$ cat config.mk
export PLATFORM = sky130hd
export DESIGN_NAME = packet_forwarder
export DESIGN_NICKNAME = d
export VERILOG_FILES = /design/src/rtl/packet_forwarder.sv
export SDC_FILE = /design/constraint.sdc
export NUM_CORES = 1
export LEC_CHECK = 0
export CORE_ASPECT_RATIO = 0.5
export CORE_MARGIN = 8
export CORE_UTILIZATION = 60
export DETAILED_ROUTE_END_ITERATION = 8
export DONT_BUFFER_PORTS = 1
export PLACE_DENSITY = 0.73
export SLEW_MARGIN = 20
export SYNTH_ARGS = -nofsm -noshare
export SYNTH_HDL_FRONTEND = slang
export SYNTH_SLANG_ARGS = --single-unit
$ cat constraint.sdc
create_clock -name clk -period 5.23 [get_ports clk]
set_clock_uncertainty 0.1 [all_clocks]
set_input_delay 1.046 -clock clk [delete_from_list [all_inputs] [get_ports clk]]
set_output_delay 1.046 -clock clk [all_outputs]
set_load 0.01 [all_outputs]
$ cat src/rtl/packet_forwarder.sv
// Packet RAM read-out: streams a stored packet over valid/ready with a 2-entry skid buffer.
// Optional PKT_FWD_TKEEP_EN: byte-granular length input and a per-beat tkeep output.
module packet_forwarder #(
    parameter int ADDR_WIDTH = 10,
    parameter int DATA_WIDTH = 32
) (
    input  logic                      clk,
    input  logic                      rst_n,
    input  logic                      start,
    input  logic [ADDR_WIDTH-1:0]     start_addr,
`ifdef PKT_FWD_TKEEP_EN
    input  logic [ADDR_WIDTH+2:0]     len_bytes,
`else
    input  logic [ADDR_WIDTH:0]       len_words,
`endif
    output logic                      busy,
    output logic                      done,
    output logic [ADDR_WIDTH-1:0]     ram_addr,
    output logic                      ram_rd_en,
    input  logic [2*DATA_WIDTH-1:0]   ram_do,
    output logic [DATA_WIDTH-1:0]     tdata,
    output logic                      tvalid,
    input  logic                      tready,
`ifdef PKT_FWD_TKEEP_EN
    output logic [DATA_WIDTH/8-1:0]   tkeep,
`endif
    output logic                      tlast
);
    localparam int BPW = DATA_WIDTH / 8;

    typedef enum logic [1:0] {IDLE, STREAM, FINISH} state_t;

    state_t                     state;
    logic [ADDR_WIDTH-1:0]      rd_ptr;
    logic [ADDR_WIDTH:0]        issue_left;
    logic                       inflight;
    logic                       inflight_last;
    logic [1:0][DATA_WIDTH-1:0] buf_data;
    logic [1:0]                 buf_last;
    logic                       head;
    logic                       tail;
    logic [1:0]                 occ;
    logic [2:0]                 committed;
    logic                       pop;
    logic                       issue;
    logic [ADDR_WIDTH:0]        req_words;
    logic                       unused_lo;

    // The lower RAM word belongs to the neighbouring address and is never needed here.
    assign unused_lo = ^ram_do[DATA_WIDTH-1:0];

`ifdef PKT_FWD_TKEEP_EN
    localparam int BSH = $clog2(BPW);

    logic [ADDR_WIDTH+3:0] bytes_rnd;
    logic [BPW-1:0]        len_keep;
    logic [BPW-1:0]        last_keep;
    logic [1:0][BPW-1:0]   buf_keep;
    logic                  unused_rnd;

    assign bytes_rnd  = {1'b0, len_bytes} + (ADDR_WIDTH+4)'(BPW-1);
    assign req_words  = bytes_rnd[ADDR_WIDTH+BSH:BSH];
    assign unused_rnd = ^{bytes_rnd[ADDR_WIDTH+3:ADDR_WIDTH+BSH+1], bytes_rnd[BSH-1:0]};
    // Big-endian bytes: a partial final word keeps its leading (MSB) bytes.
    assign len_keep   = (len_bytes[BSH-1:0] == '0) ? {BPW{1'b1}}
                                                   : ~({BPW{1'b1}} >> len_bytes[BSH-1:0]);
    assign tkeep      = buf_keep[head];
`else
    assign req_words  = len_words;
`endif

    // Issue only when the word would still fit after everything already owed to the buffer.
    assign pop       = tvalid & tready;
    assign committed = 3'(occ) + 3'(inflight) - 3'(pop);
    assign issue     = (state == STREAM) && (issue_left != '0) && (committed < 3'd2);
    assign ram_rd_en = issue;
    assign ram_addr  = rd_ptr;
    assign tvalid    = (occ != 2'd0);
    assign tdata     = buf_data[head];
    assign tlast     = tvalid & buf_last[head];

    always_ff @(posedge clk) begin
        if (!rst_n) begin
            state         <= IDLE;
            busy          <= 1'b0;
            done          <= 1'b0;
            rd_ptr        <= '0;
            issue_left    <= '0;
            inflight      <= 1'b0;
            inflight_last <= 1'b0;
            buf_data      <= '0;
            buf_last      <= '0;
            head          <= 1'b0;
            tail          <= 1'b0;
            occ           <= 2'd0;
`ifdef PKT_FWD_TKEEP_EN
            last_keep     <= '0;
            buf_keep      <= '0;
`endif
        end else begin
            inflight      <= issue;
            inflight_last <= issue && (issue_left == (ADDR_WIDTH+1)'(1));
            if (issue) begin
                rd_ptr     <= rd_ptr + ADDR_WIDTH'(1);
                issue_left <= issue_left - (ADDR_WIDTH+1)'(1);
            end
            if (inflight) begin
                buf_data[tail] <= ram_do[2*DATA_WIDTH-1:DATA_WIDTH];
                buf_last[tail] <= inflight_last;
`ifdef PKT_FWD_TKEEP_EN
                buf_keep[tail] <= inflight_last ? last_keep : {BPW{1'b1}};
`endif
                tail <= ~tail;
            end
            if (pop)
                head <= ~head;
            occ <= occ + 2'(inflight) - 2'(pop);

            case (state)
                IDLE: begin
                    if (start) begin
                        if (req_words != '0) begin
                            rd_ptr     <= start_addr;
                            issue_left <= req_words;
                            busy       <= 1'b1;
                            state      <= STREAM;
                        end else begin
                            done  <= 1'b1;
                            state <= FINISH;
                        end
`ifdef PKT_FWD_TKEEP_EN
                        last_keep <= len_keep;
`endif
                    end
                end
                STREAM: begin
                    if (pop && tlast) begin
                        busy  <= 1'b0;
                        done  <= 1'b1;
                        state <= FINISH;
                    end
                end
                FINISH: begin
                    done  <= 1'b0;
                    state <= IDLE;
                end
                default: state <= IDLE;
            endcase
        end
    end
endmodule
==> run summary, run 1 <==
status: finished clean
GRT overflow: 0
DR vias/cell: 5.64
CTS Buf Count: 9
Routed WL per cell: 16.3 um
crit path from: tready
Slew HR: 48.3%
Clock Path Buffers: 2
Initial Util: 62.7%
clk_lat worst skew: 0.34 ns
global-route wire length before repair: 15.8 mm
number of synthesized register bits: 97
Die Height: 75.5 um
synth unique cells: 45
Die X: 135 um
async set or reset register ratio after synthesis: 0%
syn nets: 613
final WL: 9.74 mm
# clock sinks: 97
drt pass-1 iters: 5
initial antenna violation count: 0
Routability Congestion: 0.782
worst path cell trace: nand2_1 -> inv_1 -> ha_1 -> inv_1 -> ha_1 -> inv_1 -> fa_1 -> xnor2_1 -> and3_1 -> nand2_2 -> inv_2
IO Port Bufs: 0
root buffer cell: clkbuf_16
LEAKAGE: 1.62 nW
Critical Path Sink Type: primary output
max-cap violations: 0
Arr. time, crit path: 3.10 ns
CTS tree: done
Worst path slowest cell: and3_1
ant diodes: 0
post-synthesis sequential area ratio: 45.7%
Power Density: 439 mW/mm^2
FF-to-FF path depth: 14
Final Max Slew Viols: 0
WP buf/inv: 4
post-cts sizing count: 0
Clock Pin Slew Worst Setup and Hold Paths: 0.07 ns
Yosys top cell area share: 45.7%
critical path endpoint: ram_rd_en
Yosys warning count: 0
Peak VDD IR: 243 uV
RSZ-0062 raised after global routing: no
hold_buf cts: 0
DR iter-0 viols: 195
H-tree depth: 3
minimum clock period after layout: 4.25 ns
crit-path max FO: 10
DRT antenna net count: 0
TNS Setup: 0 ns
setup repair bufs after CTS: 0
Crit path max-delay family: adder cells
# setup viols final: 0
post-placement setup slack: 0.998 ns
final-stage net count: 596
Synth-to-Final Area Change: 7.71%
Slew @ Worst Pin: 0.776 ns
Rows: 21
# DRC: 0
instance count on the critical path: 11
die footprint: 0.0102 mm^2
commonest non-fill, non-tap cells in the layout: nand2_1, dfxtp_1, a21oi_1
max incr delay on CP: 0.43 ns
total number of vias: 3,372
largest net degree at the start of global routing: 76
GRT Total Usage: 19.7%
WP data required: 4.08 ns
number of global-route vias before repair: 3,213
Fmax: 0.235 GHz
Hold WC Path Type: reg -> reg
most common cell after layout, fill and taps aside: nand2_1
# IOs: 136
layout cells sized above 1: 13.0%
Area contributors post-synth: dfxtp_1, nand2_1, a21oi_1
Syn Inst Count: 518
r2r setup slk: 2.04 ns
kind of critical path: in -> out
final critical-path share of the clock period: 81.2%
cell mode on critical path: inv_1
RR Endpoint: issue_left[3]$_SDFF_PN0_
Core Area: 0.00678 mm^2
worst setup margin: 0.981 ns
launch point of the worst hold path: buf_data[35]$_SDFFE_PN0P_
Synth area leader: dfxtp_1
syn_area_per_cell: 8.20 um^2
number of enable flip-flop cells after synthesis: 0
Final Hold Viols: 0
ys flop type: dfxtp_1
HPWL after DPL: 6.43 mm
Post-Syn Area: 0.00425 mm^2
critical path launch point type: input pin
RR Startpoint: occ[1]$_SDFF_PN0_
==> area by class of cell <==
| class | instances | area, um^2 |
|---|---|---|
| clock inverter | 6 | 67.6 |
| tap | 92 | 115 |
| clock buffer | 10 | 229 |
| timing repair buffer | 7 | 52.6 |
| multi-input combinational | 375 | 2130 |
| fill | 617 | 2200 |
| sequential | 97 | 1940 |
| inverter | 11 | 41.3 |
==> cells by family (layout without fill, tap and decap cells) <==
family / Yosys count / in the layout / share of synthesized area, %
AOI/OAI and AO/OA: 119 / 119 / 14.8
muxes: 34 / 34 / 8.95
and+or+nand+nor: 202 / 202 / 21.5
adders and majority gates: 6 / 6 / 1.94
xor gates and xnor gates: 14 / 14 / 2.89
DFF: 97 / 97 / 45.7
buffers and inverters: 46 / 34 / 4.24
==> per-layer routing <==
layer | GRT usage [%] | vias up | routed length, um
met5 | 0 | - | 0
met2 | 31.9 | 100 | 4370
met4 | 5.49 | 0 | 82
li1 | - | 1723 | -
met3 | 9.41 | 6 | 975
met1 | 23.1 | 1543 | 4310
==> worst min-delay path: stages (launching register included) <==
cell	delay, ns
dfxtp_1	0.31
nand2_1	0.05
a21oi_1	0.05
==> cells in the mapped netlist, types with 4 or more instances <==
library cell	count
clkbuf_1	27
nand4_1	7
dfxtp_1	97
nand3_1	12
a21oi_1	85
mux2_2	32
ha_1	5
xnor2_1	4
and3_1	5
nor2_1	10
and2_1	4
buf_1	4
inv_1	10
nand2_1	141
xor2_1	10
o21ai_0	21
==> state kept, by name, summed over array words and instances, names as in the netlist <==
signal	cells
buf_data	64
busy	1
ram_addr	10
head	1
inflight_last	1
tail	1
done	1
state	2
occ	2
inflight	1
issue_left	11
buf_last	2
==> power breakdown <==
part	switching (mW)	internal (mW)	total, mW
clock	0.280	0.372	0.652
combinational	0.277	0.183	0.460
sequential	0.0828	0.816	0.899
==> how the worst min path moves through the flow <==
stage                                      to  slack (ns)  depth (start not counted)
floorplan            buf_last[0]$_SDFFE_PN0P_        0.33                          2
global placement     buf_last[0]$_SDFFE_PN0P_        0.34                          2
detailed placement  buf_data[35]$_SDFFE_PN0P_        0.34                          2
CTS                 buf_data[57]$_SDFFE_PN0P_        0.35                          2
global route        buf_data[50]$_SDFFE_PN0P_        0.37                          2
finish              buf_data[35]$_SDFFE_PN0P_        0.35                          2
==> stage by stage <==
step	cells	utilization [%]	hold slack, ns	total power [mW]	area, um^2
5_1_grt	598	67.5	0.369	2.13	4580
3_3_place_gp	582	63.1	0.337	1.37	4280
4_1_cts	598	67.5	0.352	2.03	4580
6_report	598	67.5	0.351	2.01	4580
3_5_place_dp	582	63.1	0.343	1.38	4280
2_1_floorplan	518	-	0.332	1.28	4250
Power figures use the tool's default switching activity.
==> run 2, diff against run 1 <==
Clock period 5.23 ns to 4.4 ns, I/O delays scaled along.
==> run summary, run 2 (synthesis gave the netlist of run 1 again) <==
# setup viols final: 0 (unchanged)
GRT overflow: 0 (unchanged)
root buffer cell: clkbuf_16 (unchanged)
largest net degree at the start of global routing: 54 (was 76)
# IOs: 136 (unchanged)
drt pass-1 iters: 4 (was 5)
LEAKAGE: 1.64 nW (was 1.62 nW)
die footprint: 0.0102 mm^2 (unchanged)
initial antenna violation count: 0 (unchanged)
CTS Buf Count: 9 (unchanged)
Peak VDD IR: 324 uV (was 243 uV)
DRT antenna net count: 0 (unchanged)
# clock sinks: 97 (unchanged)
Routed WL per cell: 16.2 um (was 16.3 um)
minimum clock period after layout: 3.72 ns
kind of critical path: reg -> out (was in -> out)
Hold EP: buf_data[56]$_SDFFE_PN0P_ (was buf_data[35]$_SDFFE_PN0P_)
Slew @ Worst Pin: 0.888 ns (was 0.776 ns)
critical path launch point type: flop (was input pin)
Worst path slowest cell: fa_1 (was and3_1)
ant diodes: 0 (unchanged)
max incr delay on CP: 0.37 ns (was 0.43 ns)
TNS Setup: 0 ns (unchanged)
HPWL after DPL: 6.44 mm (was 6.43 mm)
Die Height: 75.5 um (unchanged)
final-stage net count: 597 (was 596)
Rows: 21 (unchanged)
Synth-to-Final Area Change: 8.98% (was 7.71%)
H-tree depth: 3 (unchanged)
Fmax: 0.269 GHz
IO Port Bufs: 0 (unchanged)
Hold WC Path Type: reg -> reg (unchanged)
layout cells sized above 1: 13.2% (was 13.0%)
Clock Pin Slew Worst Setup and Hold Paths: 0.06 ns (was 0.07 ns)
DR iter-0 viols: 203 (was 195)
max-cap violations: 0 (unchanged)
Arr. time, crit path: 2.74 ns (was 3.10 ns)
number of global-route vias before repair: 3,164 (was 3,213)
post-cts sizing count: 0 (unchanged)
final hold slack: 0.350 ns (was 0.351 ns)
Hold Path Stages: 2 (unchanged)
commonest non-fill, non-tap cells in the layout: nand2_1, dfxtp_1, a21oi_1 (unchanged)
Cell Area, Placed: 0.00429 mm^2 (was 0.00428 mm^2)
Critical Path Sink Type: primary output (unchanged)
clk_lat worst skew: 0.34 ns (about the same)
final WL: 9.72 mm (was 9.74 mm)
FF-to-FF path depth: 15 (was 14)
WP data required: 3.42 ns (was 4.08 ns)
Initial Util: 62.7% (unchanged)
launch point of the worst hold path: buf_data[56]$_SDFFE_PN0P_ (was buf_data[35]$_SDFFE_PN0P_)
RR Endpoint: issue_left[10]$_SDFF_PN0_ (was issue_left[3]$_SDFF_PN0_)
RR Startpoint: occ[1]$_SDFF_PN0_ (unchanged)
total number of vias: 3,381 (was 3,372)
Die X: 135 um (unchanged)
Non-Filler Instances: 599 (was 598)
cell mode on critical path: inv_1 (unchanged)
Slew HR: 40.7% (was 48.3%)
RSZ-0062 raised after global routing: no (unchanged)
CTS tree: done (unchanged)
max reg flops: 64 (unchanged)
setup repair bufs after CTS: 0 (unchanged)
# DRC: 0 (unchanged)
DR vias/cell: 5.64 (about the same)
Final Max Slew Viols: 0 (unchanged)
fin util: 68.3% (was 67.5%)
# placed instances: 583 (was 582)
Clock Path Buffers: 2 (unchanged)
crit-path max FO: 7 (was 10)
most common cell after layout, fill and taps aside: nand2_1 (unchanged)
GRT Total Usage: 19.2% (was 19.7%)
Core Area: 0.00678 mm^2 (unchanged)
Top reg by flops: buf_data (unchanged)
worst path cell trace: nor2_1 -> inv_1 -> nand2_1 -> inv_1 -> ha_1 -> inv_1 -> ha_1 -> inv_1 -> fa_1 -> xnor2_1 -> and3_1 -> nand2_2 -> inv_2 (was nand2_1 -> inv_1 -> ha_1 -> inv_1 -> ha_1 -> inv_1 -> fa_1 -> xnor2_1 -> and3_1 -> nand2_2 -> inv_2)
Routability Congestion: 0.796 (was 0.782)
final critical-path share of the clock period: 84.5%
hold_buf cts: 0 (unchanged)
Final Hold Viols: 0 (unchanged)
r2r setup slk: 1.38 ns (was 2.04 ns)
global-route wire length before repair: 15.8 mm (about the same)
Power Density: 543 mW/mm^2 (was 439 mW/mm^2)
status: finished clean (unchanged)
design area: 0.00463 mm^2 (was 0.00458 mm^2)
==> run 2: critical path, delay by kind of cell (launching register included) <==
kind	cells	cell delay, ns
XOR/XNOR	1	0.22
adder cells (fa/ha/maj)	3	0.75
AND/OR/NAND/NOR	4	0.65
flip-flops	1	0.35
buffers and inverters	5	0.43
==> run 2: how the worst max path moves through the flow <==
stage	start	to	slack, ns	depth (start not counted)
2_1_floorplan	tready	ram_rd_en	0.85	12
3_3_place_gp	tready	ram_rd_en	0.79	11
3_5_place_dp	tready	ram_rd_en	0.77	11
4_1_cts	occ[1]$_SDFF_PN0_	ram_rd_en	0.64	13
5_1_grt	occ[1]$_SDFF_PN0_	ram_rd_en	0.46	13
6_report	occ[1]$_SDFF_PN0_	ram_rd_en	0.68	13
==> run 2: layout make-up <==
cell class                      instances  area, um^2
Timing Repair Buffer                    8        60.1
Sequential cell                        97        1940
Multi-Input combinational cell        375        2130
Clock inverter                          6         114
Clock buffer                           10         229
Inverter                               11        41.3
Fill cell                             592        2150
Tap cell                               92         115
==> run 2: layer usage <==
metal / up-vias / track usage (%) / wire length, um / part of all wire, %
met2: 109 / 30.0 / 4360 / 45
met4: 0 / 4.76 / 69 / 0.71
met5: - / 0 / 0 / 0
met1: 1531 / 23.9 / 4280 / 44
li1: 1731 / - / - / -
met3: 10 / 8.88 / 1020 / 10
==> run 2: where the power goes <==
part	switching, mW	internal [mW]
Sequential	0.101	0.970
Combinational	0.326	0.224
Clock	0.335	0.558
Total	0.762	1.75
==> run 2: through the flow <==
stage	total power, mW	worst slack [ns]
6_report	2.51	0.680
5_1_grt	2.65	0.464
4_1_cts	2.53	0.640
3_5_place_dp	1.64	0.772
3_3_place_gp	1.63	0.785
2_1_floorplan	1.53	0.854
